--- config.mk ---
export PLATFORM = sky130hd
export DESIGN_NAME = filter_out_decimator
export DESIGN_NICKNAME = d
export VERILOG_FILES = /design/src/rtl/filter_out_decimator.sv
export SDC_FILE = /design/constraint.sdc
export NUM_CORES = 1
export LEC_CHECK = 0
export BUFFER_PORTS_ARGS = -buffer_cell sky130_fd_sc_hd__buf_2
export CORE_MARGIN = 2
export CORE_UTILIZATION = 32
export CTS_CLUSTER_SIZE = 24
export DETAILED_ROUTE_END_ITERATION = 10
export SLEW_MARGIN = 25
export SYNTH_ARGS = -nofsm -noshare
export SYNTH_HDL_FRONTEND = slang
export SYNTH_SLANG_ARGS = --single-unit
--- constraint.sdc ---
create_clock -name clk -period 5.2 [get_ports clk]
set_clock_uncertainty 0.05 [all_clocks]
set_input_delay 0.52 -clock clk [delete_from_list [all_inputs] [get_ports clk]]
set_output_delay 0.52 -clock clk [all_outputs]
set_load 0.05 [all_outputs]
--- src/rtl/filter_out_decimator.sv ---
// Block-average decimator for the Q11.2 filter stream: sums 2^LOG2_DEC samples,
// rounds half-up to integer, clamps to the unsigned output range, and queues words in a 2-entry FIFO.
module filter_out_decimator #(
  parameter int NB_IN    = 13,
  parameter int NB_FRAC  = 2,
  parameter int NB_OUT   = 8,
  parameter int LOG2_DEC = 2
) (
  input  logic              clk,
  input  logic              rst,
  input  logic [NB_IN-1:0]  in_data,
  input  logic              in_valid,
  output logic [NB_OUT-1:0] out_data,
  output logic              out_sat,
  output logic              out_valid,
  input  logic              out_ready,
  output logic              ovf
);

  localparam int ACC_W = NB_IN + LOG2_DEC;
  localparam int CNT_W = (LOG2_DEC > 0) ? LOG2_DEC : 1;
  localparam int RW    = ACC_W + 1;
  localparam int RND   = (NB_FRAC > 0) ? (1 << (NB_FRAC - 1)) : 0;
  localparam int EW    = NB_OUT + 1;
  localparam logic [CNT_W-1:0]     CNT_LAST = CNT_W'((1 << LOG2_DEC) - 1);
  localparam logic signed [RW-1:0] MAX_S    = RW'((1 << NB_OUT) - 1);

  logic [CNT_W-1:0]        cnt_q, cnt_d;
  logic signed [ACC_W-1:0] acc_q, acc_d;
  logic [EW-1:0]           e0_q, e0_d, e1_q, e1_d;
  logic [1:0]              count_q, count_d;
  logic                    ovf_q, ovf_d;

  logic signed [ACC_W-1:0] in_ext, sum, avg;
  logic signed [RW-1:0]    r;
  logic [EW-1:0]           res;
  logic                    dump, pop;

  // Stream handshake: a word transfers on any rising edge where out_valid && out_ready;
  // out_valid/out_data depend only on flops, never on out_ready.
  always_comb begin
    in_ext = ACC_W'($signed(in_data));
    sum    = acc_q + in_ext;
    dump   = in_valid && (cnt_q == CNT_LAST);
    avg    = sum >>> LOG2_DEC;
    r      = (RW'(avg) + RW'(RND)) >>> NB_FRAC;
    if (r < 0) begin
      res = {1'b1, {NB_OUT{1'b0}}};
    end else if (r > MAX_S) begin
      res = {1'b1, {NB_OUT{1'b1}}};
    end else begin
      res = {1'b0, r[NB_OUT-1:0]};
    end
  end

  always_comb begin
    cnt_d = cnt_q;
    acc_d = acc_q;
    if (in_valid) begin
      if (dump) begin
        cnt_d = '0;
        acc_d = '0;
      end else begin
        cnt_d = cnt_q + CNT_W'(1);
        acc_d = sum;
      end
    end
  end

  // Head always lives in e0; e1 only holds the second word when full.
  always_comb begin
    pop     = out_ready && (count_q != 2'd0);
    e0_d    = e0_q;
    e1_d    = e1_q;
    count_d = count_q;
    ovf_d   = ovf_q;
    case ({pop, dump})
      2'b11: begin
        if (count_q == 2'd2) begin
          e0_d = e1_q;
          e1_d = res;
        end else begin
          e0_d = res;
        end
      end
      2'b10: begin
        e0_d    = e1_q;
        count_d = count_q - 2'd1;
      end
      2'b01: begin
        if (count_q == 2'd0) begin
          e0_d    = res;
          count_d = 2'd1;
        end else if (count_q == 2'd1) begin
          e1_d    = res;
          count_d = 2'd2;
        end else begin
          ovf_d = 1'b1;
        end
      end
      default: ;
    endcase
  end

  always_ff @(posedge clk or posedge rst) begin
    if (rst) begin
      cnt_q   <= '0;
      acc_q   <= '0;
      e0_q    <= '0;
      e1_q    <= '0;
      count_q <= 2'd0;
      ovf_q   <= 1'b0;
    end else begin
      cnt_q   <= cnt_d;
      acc_q   <= acc_d;
      e0_q    <= e0_d;
      e1_q    <= e1_d;
      count_q <= count_d;
      ovf_q   <= ovf_d;
    end
  end

  assign out_valid = (count_q != 2'd0);
  assign out_data  = out_valid ? e0_q[NB_OUT-1:0] : '0;
  assign out_sat   = out_valid ? e0_q[NB_OUT] : 1'b0;
  assign ovf       = ovf_q;

endmodule

==> impl_results.md <==
* Register bit count reported by yosys at 38
* Mean Syn Cell Area at 8.31 µm²
* CP Launch Type: flip-flop
* Die span in x at 101 µm
* Nets at 429
* H-Tree Depth at 2
* Async S/R FF share, synth at 1.00
* Final TNS setup at 0 ps
* WP buf/inv at 1
* Post-synth top flop: dfrtp_1
* Final Hold Viols at 0
* IO Count at 28
* Pin count of the biggest net entering global routing at 39
* Starting DRC count in detailed routing at approximately 200
* Max Slew Vio Count at 0
* Met1 Use GR at 0.208
* CTS tree: built
* Crit share post-route at 0.765
* M3 GR Usage at 0.0255
* DP Worst Slack at 994 ps
* Initial core utilization at 0.329
* Total wire length at slightly above 7 mm
* # diodes at 0
* Congestion Overflow GR at 0
* Vias after detailed routing at 2700
* CTS buffer count at 5
* Crit. End Element: flip-flop
* Setup Viol. Count Final at 0
* Post-synthesis cell area at 0.00304 mm²
* Initial antenna violation count at 0
* Pwr Density at 737 mW/mm²
* Cell Rows at 35
* MaxCap Viol Count at 0
* CP arrival at 4140 ps
* Post-cts resize count at 0
* RSZ-0062 raised after global routing: no
* CP peak stage delay at roughly 680 ps
* Die Y at approximately 100 µm
* Pleak at roughly 1.5 nW
* Worst path required time at 5370 ps
* Crit Path Max Fanout at 14
* Synth warn at 0
* Hold Buf Count CTS at 0
* Worst hold path class: in -> async
* Skew-Pair Late Insertion Delay at 300 ps
* CP max-delay cell: or4_1
* DP HPWL at between 5 and 6 mm
* Worst Setup Path Type: reg -> reg
* Final worst path period need at 3980 ps
* Via density at 5.20
* Post-synthesis sequential area ratio at 0.313
* ANT nets after route at 0
* Crit-path leading delay family: compound AO/OA/AOI/OAI gates
* GRT Max-Usage Layer: met2
* Core area at approximately 0.009 mm²
* Clock sink total at 38
* Tot GR Track Use at 0.153
* Vias in the first global route at 2620
* Number of flops mapped to enable cells by yosys at 0
* First-pass GRT wire length at 12.7 mm
* Area Overhead vs Synth at 12.1%
* Share of layout cells above drive strength 1 at 0.146
* Clk buf depth at 2
* Yosys cell types at 60
* Rel. slew slack at 0.531
* Number of instances in the placed design at 511
* Grt met2 use at 0.256
* Fill count at 978
* Clk slew on worst S/H paths at 90 ps
* Fmax at 0.251 GHz
* VDD IR max at 0.271 mV
* Drt pass-1 iters at 4
* DRC viols at 0
* Post-Syn Nets at a little over 400
* Most used cell, CP: o211ai_1
* CP cell instances: ha_1, inv_1, fa_1, and2b_1, o21ai_1, a211oi_1, o211ai_1, or4_1, o31a_1, o211ai_2, a21oi_1, o211ai_1
* Routability cong. at 0.805
* Internal reg-to-reg setup slack at 1220 ps
* Drt wl/cell at 13.8 µm
* Clock Tree Root: clkbuf_8
* Slew @ Worst Pin at 702 ps
* Final Non-Filler Cells at 519
* Die area at a little over 0.01 mm²
* Setup Fix Bufs, Post-CTS at 0
* Fin worst setup slack at 1220 ps
* # port buffers at 27
* Outcome: finished clean
* Synth Instances at approximately 370
-- metrics by stage --
step	util	total power, mW	area (µm²)	hold WS [ps]
finish	0.369	2.51	3410	281
global route	0.369	2.77	3410	337
CTS	0.369	2.53	3410	305
detailed placement	0.357	2.26	3300	403
global placement	0.357	2.23	3300	394
floorplan	-	1.90	3040	398
-- final cells by class --
class / instances / area, µm² / share of cell area
timing repair buffer: 31 / 165 / 0.0484
inverter: 33 / 124 / 0.0363
clock inverter: 2 / 37.5 / 0.0110
clock buffer: 6 / 72.6 / 0.0213
multi-input combinational: 280 / 1900 / 0.557
tap: 129 / 161 / 0.0473
sequential: 38 / 951 / 0.279
-- worst reg2reg max path, delay by kind of cell, from the launching register on --
family                   cells  cell delay [ps]
AO/OA/AOI/OAI                7             1940
adder cells (fa/ha/maj)      2              550
buffers and inverters        1               60
flip-flops                   1              360
AND/OR/NAND/NOR              2              940
-- kinds of logic (layout without fill, tap and decap cells) --
group | after synthesis | after routing | share of synthesized area
compound gates | 120 | 120 | 0.266
xor+xnor | 16 | 16 | 0.0461
fa+ha+maj | 23 | 23 | 0.0971
buf+inv | 48 | 72 | 0.0633
flops | 38 | 38 | 0.313
mux | 5 | 5 | 0.0173
simple gates | 116 | 116 | 0.198
-- path summary, 6_finish.rpt --
path,startpoint,endpoint,depth (start not counted)
worst min register to register,ovf$_DFFE_PP0P_,ovf$_DFFE_PP0P_,2
min in group clk,ovf$_DFFE_PP0P_,ovf$_DFFE_PP0P_,2
worst max-delay path,acc_q[0]$_DFFE_PP0P_,e0_q[5]$_DFFE_PP0P_,12
worst min-delay path,rst,cnt_q[1]$_DFFE_PP0P_,3
max in group asynchronous,rst,acc_q[9]$_DFFE_PP0P_,3
worst max register to register,acc_q[0]$_DFFE_PP0P_,e0_q[5]$_DFFE_PP0P_,12
-- power breakdown --
part,internal [mW],switching [mW]
sequential,0.438,0.0865
combinational,0.627,1.11
clock,0.143,0.109
-- sequential cells by signal (all words and copies together) (netlist names) --
register,cells
e1_q,9
cnt_q,2
e0_q,9
count_q,2
acc_q,15
ovf,1
-- routing by layer --
layer,vias up,routed length (µm)
li1,1367,-
met1,1285,3440
met2,42,3460
met3,6,219
met4,0,70
met5,-,0
-- cell usage after synthesis, drive strengths merged, types with 2 or more instances --
cell	count	area share
xnor2	6	0.017
dfrtp	38	0.31
nand3	7	0.016
or3	4	0.0082
o22ai	15	0.031
nand4	4	0.0082
and2	2	0.0041
o211ai	11	0.029
nor4	3	0.011
and3	3	0.0062
a221oi	4	0.012
nor2	22	0.027
nor3	5	0.0082
o21a	8	0.020
or2	6	0.012
a211o	2	0.0058
nand2	39	0.049
a32oi	2	0.0058
a2111oi	2	0.0058
a211oi	7	0.021
nand2b	4	0.0082
inv	33	0.041
nor2b	10	0.021
ha	22	0.090
mux2i	3	0.0099
clkbuf	12	0.015
a21oi	27	0.051
mux2	2	0.0074
a21o	4	0.0099
xor2	10	0.029
o21ai	27	0.044
or4	2	0.0049
buf	3	0.0078
-- cell usage in the layout (no fill, tap or decap), types with 4 or more instances in the layout --
cell type	count
a21oi_2	5
nor3_1	5
xor2_1	10
clkbuf_8	5
buf_2	27
or3_1	4
a211oi_1	5
buf_4	4
o211ai_1	10
ha_1	22
o22ai_1	15
nand4_1	4
a221oi_1	4
nor2_1	22
nand2b_1	4
o21ai_0	11
or2_2	4
inv_1	33
nor2b_1	10
o21ai_1	16
o21a_1	8
a21o_1	4
dfrtp_1	38
xnor2_1	6
a21oi_1	22
nand2_1	38
nand3_1	6
Note: power is estimated with default switching activity, not from simulation.
